===== config.mk =====
export PLATFORM = sky130hd
export DESIGN_NAME = sw_leds_blink_pio
export DESIGN_NICKNAME = d
export VERILOG_FILES = /design/src/rtl/sw_leds_blink_pio_pkg.sv /design/src/rtl/sw_leds_blink_pio_blink_prescaler.sv /design/src/rtl/sw_leds_blink_pio.sv
export SDC_FILE = /design/constraint.sdc
export NUM_CORES = 1
export LEC_CHECK = 0
export BUFFER_PORTS_ARGS = -buffer_cell sky130_fd_sc_hd__buf_2
export CAP_MARGIN = 20
export CORE_MARGIN = 2
export CORE_UTILIZATION = 37
export DETAILED_ROUTE_END_ITERATION = 6
export HOLD_SLACK_MARGIN = 0.15
export PLACE_DENSITY = 0.61
export SYNTH_ARGS = -nofsm -noshare
export SYNTH_HDL_FRONTEND = slang
export SYNTH_SLANG_ARGS = --single-unit

===== constraint.sdc =====
create_clock -name clk -period 10.3 [get_ports clk]
set_clock_uncertainty 0.2 [all_clocks]
set_input_delay 1.03 -clock clk [delete_from_list [all_inputs] [get_ports clk]]
set_output_delay 1.03 -clock clk [all_outputs]
set_load 0.03 [all_outputs]

===== src/rtl/sw_leds_blink_pio_pkg.sv =====
// Shared constants for the LED blink PIO: register word addresses and
// STATUS/CTRL bit positions, plus the STATUS read-word packer.
package sw_leds_blink_pio_pkg;

  localparam logic [2:0] ADDR_DATA   = 3'd0;
  localparam logic [2:0] ADDR_BLINK  = 3'd1;
  localparam logic [2:0] ADDR_PERIOD = 3'd2;
  localparam logic [2:0] ADDR_CTRL   = 3'd3;
  localparam logic [2:0] ADDR_OUTSET = 3'd4;
  localparam logic [2:0] ADDR_OUTCLR = 3'd5;
  localparam logic [2:0] ADDR_STATUS = 3'd6;
  localparam logic [2:0] ADDR_COUNT  = 3'd7;

  localparam int STATUS_WRAP_BIT  = 0;
  localparam int STATUS_PHASE_BIT = 1;
  localparam int CTRL_IRQ_EN_BIT  = 0;

  function automatic logic [31:0] status_word(input logic wrap_flag, input logic phase);
    logic [31:0] w;
    w = 32'h0000_0000;
    w[STATUS_WRAP_BIT]  = wrap_flag;
    w[STATUS_PHASE_BIT] = phase;
    return w;
  endfunction

endpackage


===== src/rtl/sw_leds_blink_pio_blink_prescaler.sv =====
// Square-wave phase generator: counts 0..period-1, toggles phase and pulses
// wrap on the terminal count; period == 0 freezes the engine.
module blink_prescaler #(
  parameter int PERIOD_W = 24
) (
  input  logic                clk,
  input  logic                reset,
  input  logic [PERIOD_W-1:0] period,
  input  logic                restart,
  output logic                phase,
  output logic                wrap,
  output logic [PERIOD_W-1:0] count
);

  localparam logic [PERIOD_W-1:0] CNT_ZERO = {PERIOD_W{1'b0}};
  localparam logic [PERIOD_W-1:0] CNT_ONE  = {{(PERIOD_W-1){1'b0}}, 1'b1};

  logic [PERIOD_W-1:0] count_q, count_d;
  logic                phase_q, phase_d;
  logic                wrap_s;

  // Next counter/phase; a restart (PERIOD write) suppresses the wrap pulse
  always_comb begin
    count_d = count_q;
    phase_d = phase_q;
    wrap_s  = 1'b0;
    if (restart) begin
      count_d = CNT_ZERO;
      phase_d = 1'b0;
    end else if (period == CNT_ZERO) begin
      count_d = CNT_ZERO;
      phase_d = phase_q;
    end else if (count_q == (period - CNT_ONE)) begin
      count_d = CNT_ZERO;
      phase_d = ~phase_q;
      wrap_s  = 1'b1;
    end else begin
      count_d = count_q + CNT_ONE;
      phase_d = phase_q;
    end
  end

  // Counter and phase state
  always_ff @(posedge clk or posedge reset) begin
    if (reset) begin
      count_q <= CNT_ZERO;
      phase_q <= 1'b0;
    end else begin
      count_q <= count_d;
      phase_q <= phase_d;
    end
  end

  assign phase = phase_q;
  assign wrap  = wrap_s;
  assign count = count_q;

endmodule


===== src/rtl/sw_leds_blink_pio.sv =====
// Avalon-MM LED output PIO with set/clear aliases, per-bit blink mask and a
// phase-wrap interrupt for pacing software animations.
module sw_leds_blink_pio
  import sw_leds_blink_pio_pkg::*;
#(
  parameter int                    DATA_WIDTH  = 10,
  parameter logic [DATA_WIDTH-1:0] RESET_VALUE = {DATA_WIDTH{1'b0}},
  parameter int                    PERIOD_W    = 24
) (
  input  logic                  clk,
  input  logic                  reset,
  input  logic [2:0]            address,
  input  logic                  chipselect,
  input  logic                  write_n,
  input  logic [31:0]           writedata,
  output logic [31:0]           readdata,
  output logic [DATA_WIDTH-1:0] out_port,
  output logic                  irq
);

  logic                  wr_s;
  logic [DATA_WIDTH-1:0] wd_s;
  logic                  restart_s;
  logic                  phase_s;
  logic                  wrap_s;
  logic [PERIOD_W-1:0]   count_s;
  logic                  unused_s;

  logic [DATA_WIDTH-1:0] data_q, data_d;
  logic [DATA_WIDTH-1:0] blink_q, blink_d;
  logic [PERIOD_W-1:0]   period_q, period_d;
  logic                  irq_en_q, irq_en_d;
  logic                  wrap_flag_q, wrap_flag_d;
  logic [31:0]           readdata_q, readdata_d;
  logic [DATA_WIDTH-1:0] out_port_q, out_port_d;

  assign wr_s      = chipselect & ~write_n;
  assign wd_s      = writedata[DATA_WIDTH-1:0];
  assign restart_s = wr_s && (address == ADDR_PERIOD);
  assign unused_s  = &{1'b0, writedata};

  blink_prescaler #(
    .PERIOD_W (PERIOD_W)
  ) u_prescaler (
    .clk     (clk),
    .reset   (reset),
    .period  (period_q),
    .restart (restart_s),
    .phase   (phase_s),
    .wrap    (wrap_s),
    .count   (count_s)
  );

  // Register writes; OUTSET/OUTCLR are read-modify-write of the latch
  always_comb begin
    data_d   = data_q;
    blink_d  = blink_q;
    period_d = period_q;
    irq_en_d = irq_en_q;
    if (wr_s) begin
      case (address)
        ADDR_DATA:   data_d   = wd_s;
        ADDR_BLINK:  blink_d  = wd_s;
        ADDR_PERIOD: period_d = writedata[PERIOD_W-1:0];
        ADDR_CTRL:   irq_en_d = writedata[CTRL_IRQ_EN_BIT];
        ADDR_OUTSET: data_d   = data_q | wd_s;
        ADDR_OUTCLR: data_d   = data_q & ~wd_s;
        default:     data_d   = data_q;
      endcase
    end else begin
      data_d = data_q;
    end
  end

  // Sticky wrap flag; a wrap in the same cycle as a W1C keeps it set
  always_comb begin
    wrap_flag_d = wrap_flag_q;
    if (wrap_s) begin
      wrap_flag_d = 1'b1;
    end else if (wr_s && (address == ADDR_STATUS) && writedata[STATUS_WRAP_BIT]) begin
      wrap_flag_d = 1'b0;
    end else begin
      wrap_flag_d = wrap_flag_q;
    end
  end

  // Read mux, sampled every cycle independent of chipselect
  always_comb begin
    readdata_d = 32'h0000_0000;
    case (address)
      ADDR_DATA:   readdata_d = 32'(data_q);
      ADDR_BLINK:  readdata_d = 32'(blink_q);
      ADDR_PERIOD: readdata_d = 32'(period_q);
      ADDR_CTRL:   readdata_d = 32'(irq_en_q);
      ADDR_STATUS: readdata_d = status_word(wrap_flag_q, phase_s);
      ADDR_COUNT:  readdata_d = 32'(count_s);
      default:     readdata_d = 32'h0000_0000;
    endcase
  end

  assign out_port_d = data_q ^ (blink_q & {DATA_WIDTH{phase_s}});

  // Register file and output flops
  always_ff @(posedge clk or posedge reset) begin
    if (reset) begin
      data_q      <= RESET_VALUE;
      blink_q     <= {DATA_WIDTH{1'b0}};
      period_q    <= {PERIOD_W{1'b0}};
      irq_en_q    <= 1'b0;
      wrap_flag_q <= 1'b0;
      readdata_q  <= 32'h0000_0000;
      out_port_q  <= RESET_VALUE;
    end else begin
      data_q      <= data_d;
      blink_q     <= blink_d;
      period_q    <= period_d;
      irq_en_q    <= irq_en_d;
      wrap_flag_q <= wrap_flag_d;
      readdata_q  <= readdata_d;
      out_port_q  <= out_port_d;
    end
  end

  assign readdata = readdata_q;
  assign out_port = out_port_q;
  assign irq      = wrap_flag_q & irq_en_q;

endmodule

Yosys cells after proc, flatten, opt, wreduce, memory -nomap -nowiden. Cells that the tools add are included.

Add/subtract/negate cells: 2. Equality and inequality tests: 9. Multiplexer cells: 13. Bitwise operators: 9. Reductions and logical operators: 13.

Operators with widths (count): 24-bit case mux with 6 select lines (1); 24-bit 2-to-1 mux (3); 10-bit case mux with 3 select lines (1); 24-bit by 1-bit adder with 24-bit output (second input constant) (1); 24-bit equality test (1); 24-bit zero test (1); 24-bit by 1-bit subtractor with 24-bit output (second input constant) (1); 10-bit bitwise AND (2); 3-bit equality test (second input constant) (4); 10-bit NOT (1); 10-bit bitwise OR (1); 2-bit AND reduction (5); 10-bit bitwise XOR (1); 1-bit 2-to-1 mux (8); 3-bit by 2-bit equality test with 1-bit output (second input constant) (2); 2-bit nonzero test (2); 3-bit by 1-bit equality test with 1-bit output (second input constant) (1); 1-bit logical AND (3); 3-bit zero test (1); 3-bit nonzero test (1); 1-bit bitwise AND (2); 2-bit inequality test (second input constant) (1); 1-bit NOT (2).

Bits in registers: 113. Input port bits: 39. Output and inout bits: 43. Logic and storage cells: 55.

Longest topological paths before layout. Gate-level depths: netlist (run 1).

Depth after elaboration: 6. Mapped depth: 12. Gate-level depth less buffers: 9.

Hierarchy. From an unflattened synthesis (run 1), not the netlist that was laid out.

Cells, all modules: 550. Area, all modules: 5919.4 um^2.

By module, submodules not included: sw_leds_blink_pio (times used 1, cells an instance 290, area each 3542.1 um^2, sequential area each 2001.9 um^2); blink_prescaler (times used 1, cells an instance 260, area each 2377.3 um^2, sequential area each 625.6 um^2).

Worst setup path before layout (run 1). OpenSTA, ideal clock, no wires.

Kind: flip-flop to flip-flop. Start: register period_q[2]. End: register u_prescaler.count_q[10] (netlist: u_prescaler.count[10]). Library setup time: 136 ps. Arrival: 2610 ps. Data required time: 9964 ps. Path slack: 7354 ps. Cell stages (with the launch flop): 11. Buffers on the path: 3. Clock period less this slack: 2946 ps. Cells stage by stage: dfrtp_1 buf_2 nor4_1 nand4_1 nor2_1 mux2_2 o31ai_1 and4_1 buf_4 buf_6 nor3_1.

Cells in the longest elaborated chain, start to end: 5. Elaborated cells on any way between the ends: 6. Classes of those cells: add/sub (1); eq/ne (1); mux (3); reduce/logical (1).

RTL lines: start, declared (RTL line sw_leds_blink_pio.sv:31) `logic [PERIOD_W-1:0] period_q, period_d;`; start signal, assigned (RTL line sw_leds_blink_pio.sv:108) `period_q <= {PERIOD_W{1'b0}};`; start signal, assigned (RTL line sw_leds_blink_pio.sv:116) `period_q <= period_d;`; 24-bit by 1-bit subtractor with 24-bit output (RTL line sw_leds_blink_pio_blink_prescaler.sv:33) `end else if (count_q == (period - CNT_ONE)) begin`; 24-bit equality test (RTL line sw_leds_blink_pio_blink_prescaler.sv:33); 24-bit 2-to-1 mux (RTL line sw_leds_blink_pio_blink_prescaler.sv:33); 24-bit 2-to-1 mux (*) (RTL line sw_leds_blink_pio_blink_prescaler.sv:30) `end else if (period == CNT_ZERO) begin`; 24-bit 2-to-1 mux (*) (RTL line sw_leds_blink_pio_blink_prescaler.sv:27) `if (restart) begin`; via u_prescaler.count_d[10] (RTL line sw_leds_blink_pio_blink_prescaler.sv:18) `logic [PERIOD_W-1:0] count_q, count_d;`; end signal, assigned (RTL line sw_leds_blink_pio_blink_prescaler.sv:49) `count_q <= count_d;`; end, declared (RTL line sw_leds_blink_pio_blink_prescaler.sv:18).

The timed path passes the listed nets; every way through them passes the cells marked *. A chain may end at the register's enable or synchronous reset.

Worst setup path after layout (run 1).
Start: register period_q[2]. End: register u_prescaler.count_q[14] (netlist: u_prescaler.count[14]).

The elaborated chain is that of the path after synthesis.

==> flow_summary.yaml, run 1 <==
routing:
  drc: 0
  dr.first_iter.drc_count: 322
  ant_nets: 0
  vias: 4561
  wl_um: 14300
  wire_per_inst_um: 17.6
  avgViaCountPerCell: 5.60
  firstDrtPassIters: 7
timing:
  slew_violations: 0
  fmax_mhz: 244
  min_period_over_period_pct: 39.7
  setup_viol: 0
  hold_viol: 0
  rsz0062_at_grt: "false"
  worstMarginPinSlew_ns: 0.933
  relSlewSlack_pct: 37.8
  post-route-min-period_ns: 4.09
  tns_ns: 0
power:
  clkPwrFrac_pct: 29.6
  p_int_w: 0.000790
  vdd_drop_max_v: 0.0000761
  pwr-share-seq_pct: 46.4
  pwr-share-comb_pct: 24.0
  leakagePower_nw: 2.79
  fin_total_pwr_w: 0.00120
  netSwitchingPower_w: 0.000409
  p_sw_share_pct: 34.1
  power_density_nw_per_um2: 187
setup_path:
  crit_chain: "nor4_1 > nand4_1 > nor2_1 > mux2_2 > o31ai_1 > and4_1 > nor3_1"
  crit_fanout: 24
  worstReg2RegStart: "period_q[2]$_DFFE_PP0P_"
  end_kind: "flip-flop"
  crit_start: "period_q[2]$_DFFE_PP0P_"
  r2r-end: "u_prescaler.count[14]$_DFF_PP0_"
  crit_required_ns: 10.29
  slowest_stage: "and4_1"
  max_stage_delay_ns: 0.88
  rrSetupSlack_ns: 6.21
  setup.worst_path.end: "u_prescaler.count[14]$_DFF_PP0_"
  critPathArrivalTime_ns: 4.08
  critPathLaunchType: "flip-flop"
  crit_type: "flip-flop to flip-flop"
  reg2reg_depth: 7
clock_tree:
  clk-insertion-delay-late_ns: 0.35
  cts_hold_buf: 0
  numCtsBuffers: 9
  cts_tree: "yes"
  clkSinkCount: 105
  cts.repair.resized: 0
  clockBufferDepth: 2
  htree_levels: 3
  path_clk_slew_ns: 0.07
  postCtsSetupRepairBufs: 0
  cts_root_buffer: "clkbuf_16"
global_route:
  grt_overflow_total: 0
  grt_max_degree: 58
  antenna_found_initial: 0
  grt_pass1_wl_um: 23000
  grtUsageTotal_pct: 17.8
  grt_pass1_vias: 4454
finish:
  drive_gt1_share_pct: 20.3
  fillCellCount: 1474
  final_cell_mix: "dfrtp_1, buf_2, nor2_1, nand2_1"
  final_common_cell: "dfrtp_1"
  nNetsFinal: 662
  post-route-util_pct: 42.3
  syn_to_final_growth_pct: 12.1
  n_antenna_cell: 0
status:
  status: "complete, no violations"
yosys:
  ys.flop_type: "dfrtp_1"
  syn-cell-area_um2: 5720
  yosysSeqAreaShare_pct: 45.9
  ys_types: 55
  synth-edff-count: 0
  synthArstFlopShare_pct: 100
  avgSynthCellArea_um2: 9.85
  ys_ff_latch: 105
  synth-warning-count: 0
  netlist_instances: 581
placement:
  gp_congestion: 0.866
  dp_hpwl_um: 10200
  port_buffers: 65
floorplan:
  initial_utilization_pct: 37.8
  core-area_um2: 15100
  die_y_um: 128
  io_pins: 82
  die_area_um2: 16500
  row_count: 45
  dieWidth_um: 128
flow_run:
  max_cap_viol_count: 0
min_path:
  min_path_cells: 1
  min_path_type: "flip-flop to flip-flop"
-- critical path: cells and delay by family (launching register included) --
kind	cells	cell delay [ns]
mux	1	0.36
flops	1	0.51
simple gates	5	2.45
compound gates	1	0.40
-- Yosys cell counts, types with 5 or more instances --
library cell	number	area share, %
a21oi_1	25	2.2
clkbuf_1	34	2.2
buf_4	9	1.2
xnor2_1	36	5.5
nor2_1	46	3.0
nand2_1	43	2.8
nor3_1	36	3.1
inv_1	8	0.52
a211oi_1	16	2.1
nand4_1	8	0.87
nand3_1	14	1.2
a22oi_1	14	1.8
nor4_1	8	0.87
o21ai_0	14	1.2
and2_1	5	0.55
mux2_2	36	7.1
and3_1	10	1.1
nand2b_1	6	0.66
dfrtp_1	105	46
xor2_1	17	2.6
mux2i_1	12	2.1
nor2b_1	19	2.1
-- flip-flops by register name (all words and copies together), names as in the netlist --
| name | cells |
|---|---|
| u_prescaler.phase | 1 |
| out_port | 10 |
| u_prescaler.count | 24 |
| period_q | 24 |
| blink_q | 10 |
| irq_en_q | 1 |
| readdata | 24 |
| wrap_flag_q | 1 |
| data_q | 10 |
-- logic make-up (layout without fill, tap and decap cells) --
kind of cell | count (synthesis) | count (layout) | synth area share (%)
compound gates | 95 | 95 | 11.2
flops | 105 | 105 | 45.9
buf+inv | 56 | 94 | 4.70
xor+xnor | 53 | 53 | 8.11
mux | 49 | 49 | 9.58
simple gates | 220 | 220 | 19.9
fa+ha+maj | 2 | 2 | 0.437
other cells | 1 | 8 | 0.0656
-- metrics by stage --
step                      instance area [um2]  hold WS (ns)  instances  worst slack, ns
after detailed placement                 6110         0.305        798             6.28
after floorplan                          5750         0.282        588             6.31
after global placement                   6100         0.301        797             6.35
final                                    6410         0.316        814             6.21
after global routing                     6410         0.344        814             5.99
after CTS                                6410         0.315        814             6.25
-- layer usage --
layer | global-route usage, % | part of all wire, % | vias to the layer above | wire length, um
met5 | 0 | 0 | - | 0
met4 | 6.59 | 2.2 | 0 | 317
met3 | 2.87 | 5.8 | 30 | 837
met2 | 27.4 | 46 | 150 | 6580
met1 | 25.4 | 46 | 2245 | 6590
li1 | - | - | 2136 | -
-- power by group through the flow --
stage	logic (W)	clock network (W)	registers, W
5_1_grt	0.000317	0.000378	0.000566
3_5_place_dp	0.000284	0	0.000562
3_3_place_gp	0.000278	0	0.000560
4_1_cts	0.000287	0.000360	0.000555
2_1_floorplan	0.000236	0	0.000531
6_report	0.000288	0.000355	0.000557
-- cell type report --
type                            count  area [um2]  share of cell area [%]
Sequential cell                   105        2630                    41.0
Multi-Input combinational cell    427        2850                    44.4
Tap cell                          188         235                    3.67
Clock inverter                      5        62.6                   0.975
Inverter                            8        32.5                   0.507
Timing Repair Buffer               70         363                    5.66
Clock buffer                       11         243                    3.78
-- worst min path at each step --
stage,endpoint,slack [ns],start
floorplan,out_port[0]$_DFF_PP0_,0.28,data_q[0]$_DFFE_PP0P_
global placement,out_port[1]$_DFF_PP0_,0.30,data_q[1]$_DFFE_PP0P_
detailed placement,out_port[1]$_DFF_PP0_,0.31,data_q[1]$_DFFE_PP0P_
CTS,out_port[1]$_DFF_PP0_,0.32,data_q[1]$_DFFE_PP0P_
global route,out_port[1]$_DFF_PP0_,0.34,data_q[1]$_DFFE_PP0P_
finish,out_port[2]$_DFF_PP0_,0.32,data_q[2]$_DFFE_PP0P_
No activity file was read; power rests on OpenSTA's default activity.
==> inputs of run 2 (changes only) <==
--- a/config.mk
+++ b/config.mk
@@ -5,6 +5,7 @@
 export SDC_FILE = /design/constraint.sdc
 export NUM_CORES = 1
 export LEC_CHECK = 0
+export ABC_AREA = 1
 export BUFFER_PORTS_ARGS = -buffer_cell sky130_fd_sc_hd__buf_2
 export CAP_MARGIN = 20
 export CORE_MARGIN = 2
==> constraint.sdc (replaced) <==
create_clock -name clk -period 4.2 [get_ports clk]
set_clock_uncertainty 0.2 [all_clocks]
set_input_delay 0.42 -clock clk [delete_from_list [all_inputs] [get_ports clk]]
set_output_delay 0.42 -clock clk [all_outputs]
set_load 0.03 [all_outputs]
==> run 2 against run 1 <==
Net effect:
- area after synthesis is 1.6% lower
- first-iteration DRC count is 16% higher
- sequential power is 150% higher
- sequential share of layout area is 1.5 points lower
- via count is 7.1% higher
- combinational power grew to 3.0 times the previous value
- non-clock buffer count is 26 higher
- routed wire length is 1.2% lower
- die area is 1.6% lower
- critical path depth is 3 higher
- flip-flop and latch count stayed put
- hold slack worse by 0.13 ns
- critical path type is now primary input to flip-flop
- critical endpoint is now u_prescaler.count[20]$_DFF_PP0_
==> flow_summary.yaml, run 2 <==
status:
  status: "complete, no violations"
clock_tree:
  clkSinkCount: 105
  cts_tree: "yes"
  htree_levels: 3
  clk-insertion-delay-late_ns: 0.35
  numCtsBuffers: 9
  cts.repair.resized: 0
  cts_hold_buf: 25
  cts_root_buffer: "clkbuf_16"
  clockBufferDepth: 2
  path_clk_slew_ns: 0.08
  postCtsSetupRepairBufs: 0
yosys:
  synthArstFlopShare_pct: 100
  yosysSeqAreaShare_pct: 46.7
  yosys-top-cells-count: "nand2_1, dfrtp_1, inv_1"
  synth_most_common_cell: "nand2_1"
  synth_area_leaders: "dfrtp_1, nand2_1, inv_1, xor2_1, nor2_1"
  synth_top_area_share_pct: 46.7
  netlist_instances: 711
  ys.flop_type: "dfrtp_1"
  avgSynthCellArea_um2: 7.91
  ys_ff_latch: 105
  yosysTopAreaCell: "dfrtp_1"
  syn-cell-area_um2: 5630
  synth-edff-count: 0
  synth-warning-count: 0
  ys_types: 36
routing:
  wire_per_inst_um: 14.3
  avgViaCountPerCell: 4.92
  firstDrtPassIters: 5
  vias: 4885
  drc: 0
  ant_nets: 0
  wl_um: 14100
  dr.first_iter.drc_count: 374
power:
  clkPwrFrac_pct: 27.3
  p_int_w: 0.00193
  netSwitchingPower_w: 0.00113
  fin_total_pwr_w: 0.00306
  vdd_drop_max_v: 0.000189
  p_sw_share_pct: 37.1
  power_density_nw_per_um2: 459
  pwr-share-comb_pct: 28.0
  leakagePower_nw: 3.20
  pwr-share-seq_pct: 44.7
timing:
  setup_viol: 0
  slew_violations: 0
  tns_ns: 0
  post-route-min-period_ns: 3.11
  relSlewSlack_pct: 45.8
  hold_viol: 0
  rsz0062_at_grt: "false"
  timing.hold.ws_ns: 0.182
  worstMarginPinSlew_ns: 0.813
  fmax_mhz: 321
  min_period_over_period_pct: 74.1
setup_path:
  critPathTopFamily: "buffers and inverters"
  critPathLaunchType: "primary input"
  max_stage_delay_ns: 0.53
  cpMostUsedCell: "inv_1"
  critPathArrivalTime_ns: 3.15
  end_kind: "flip-flop"
  slowest_stage: "nor2_4"
  crit_fanout: 24
  crit_required_ns: 4.23
  critical_path_buf_inv_count: 6
  crit_type: "primary input to flip-flop"
  crit_chain: "dlygate4sd3_1 > buf_2 > inv_1 > nor3_1 > buf_4 > inv_1 > nor2_4 > inv_1 > nand3b_4 > nor2_1"
global_route:
  grt_busiest_layer: "met2"
  grt_max_degree: 63
  grt_pass1_vias: 4765
  use_met3_pct: 3.10
  gr-usage-met2_pct: 29.5
  grt_pass1_wl_um: 23700
  met1_usage_pct: 26.1
  grt_overflow_total: 0
  antenna_found_initial: 0
  grtUsageTotal_pct: 18.5
floorplan:
  initial_utilization_pct: 37.4
  die_area_um2: 16200
  row_count: 45
  die_y_um: 127
  io_pins: 82
  core-area_um2: 15000
  dieWidth_um: 127
finish:
  multi_input_area_um2: 2490
  n_antenna_cell: 0
  nNetsFinal: 840
  syn_to_final_growth_pct: 18.5
  area.sequential_um2: 2630
  final_cell_mix: "nand2_1, dfrtp_1, inv_1, nor2_1, buf_2"
  final_common_cell: "nand2_1"
  fillCellCount: 1505
  drive_gt1_share_pct: 14.2
  post-route-util_pct: 44.3
placement:
  port_buffers: 65
  dp_hpwl_um: 10400
  gp_congestion: 0.880
min_path:
  min_path_type: "primary input to flip-flop"
flow_run:
  max_cap_viol_count: 0
run 2: power by group through the flow:
stage	clock [W]	sequential, W	combinational, W
CTS	0.000854	0.00137	0.000862
finish	0.000835	0.00137	0.000858
global placement	0	0.00139	0.000822
detailed placement	0	0.00139	0.000838
global route	0.000897	0.00140	0.000978
floorplan	0	0.00144	0.000552
run 2: cells by family after synthesis:
family          share of synthesized area, %
buf+inv                                 9.70
xor+xnor                                7.16
simple gates                            25.5
flops                                   46.7
fa+ha+maj                              0.445
other cells                           0.0666
compound gates                          10.4
run 2: routing by layer:
layer | vias to the layer above | wire length (um)
li1 | 2423 | -
met1 | 2316 | 6720
met2 | 127 | 6520
met4 | 0 | 215
met3 | 19 | 688
met5 | - | 0
run 2: final cells by class:
| type | count | area share, % |
|---|---|---|
| Sequential cell | 105 | 39.4 |
| Inverter | 106 | 6.01 |
| Tap cell | 188 | 3.53 |
| Clock buffer | 9 | 3.38 |
| Timing Repair Buffer | 96 | 9.31 |
| Clock inverter | 7 | 1.03 |
| Multi-Input combinational cell | 481 | 37.3 |
run 2: tightest hold or removal path, delay by kind of cell:
family | cells | cell delay (ns)
buffers and inverters | 2 | 0.13
AOI/OAI and AO/OA | 1 | 0.15
run 2: final timing paths:
path | slack (ns) | from | cells past startpoint | end
max | 1.09 | address[1] | 10 | u_prescaler.count[20]$_DFF_PP0_
min | 0.18 | writedata[6] | 3 | blink_q[6]$_DFFE_PP0P_
max reg2reg | 1.39 | period_q[0]$_DFFE_PP0P_ | 13 | u_prescaler.count[20]$_DFF_PP0_
min reg2reg | 0.31 | blink_q[2]$_DFFE_PP0P_ | 2 | blink_q[2]$_DFFE_PP0P_
max in group asynchronous | 2.41 | reset | 4 | period_q[18]$_DFFE_PP0P_
min in group asynchronous | 0.56 | reset | 3 | readdata[9]$_DFF_PP0_
run 2: through the flow:
stage                     cells  worst slack [ns]  instance area [um2]
after global placement      951              1.22                 6120
after CTS                   992              1.06                 6670
after detailed placement    951              1.20                 6120
final                       992              1.09                 6670
after floorplan             718             0.819                 5650
after global routing        992             0.795                 6670
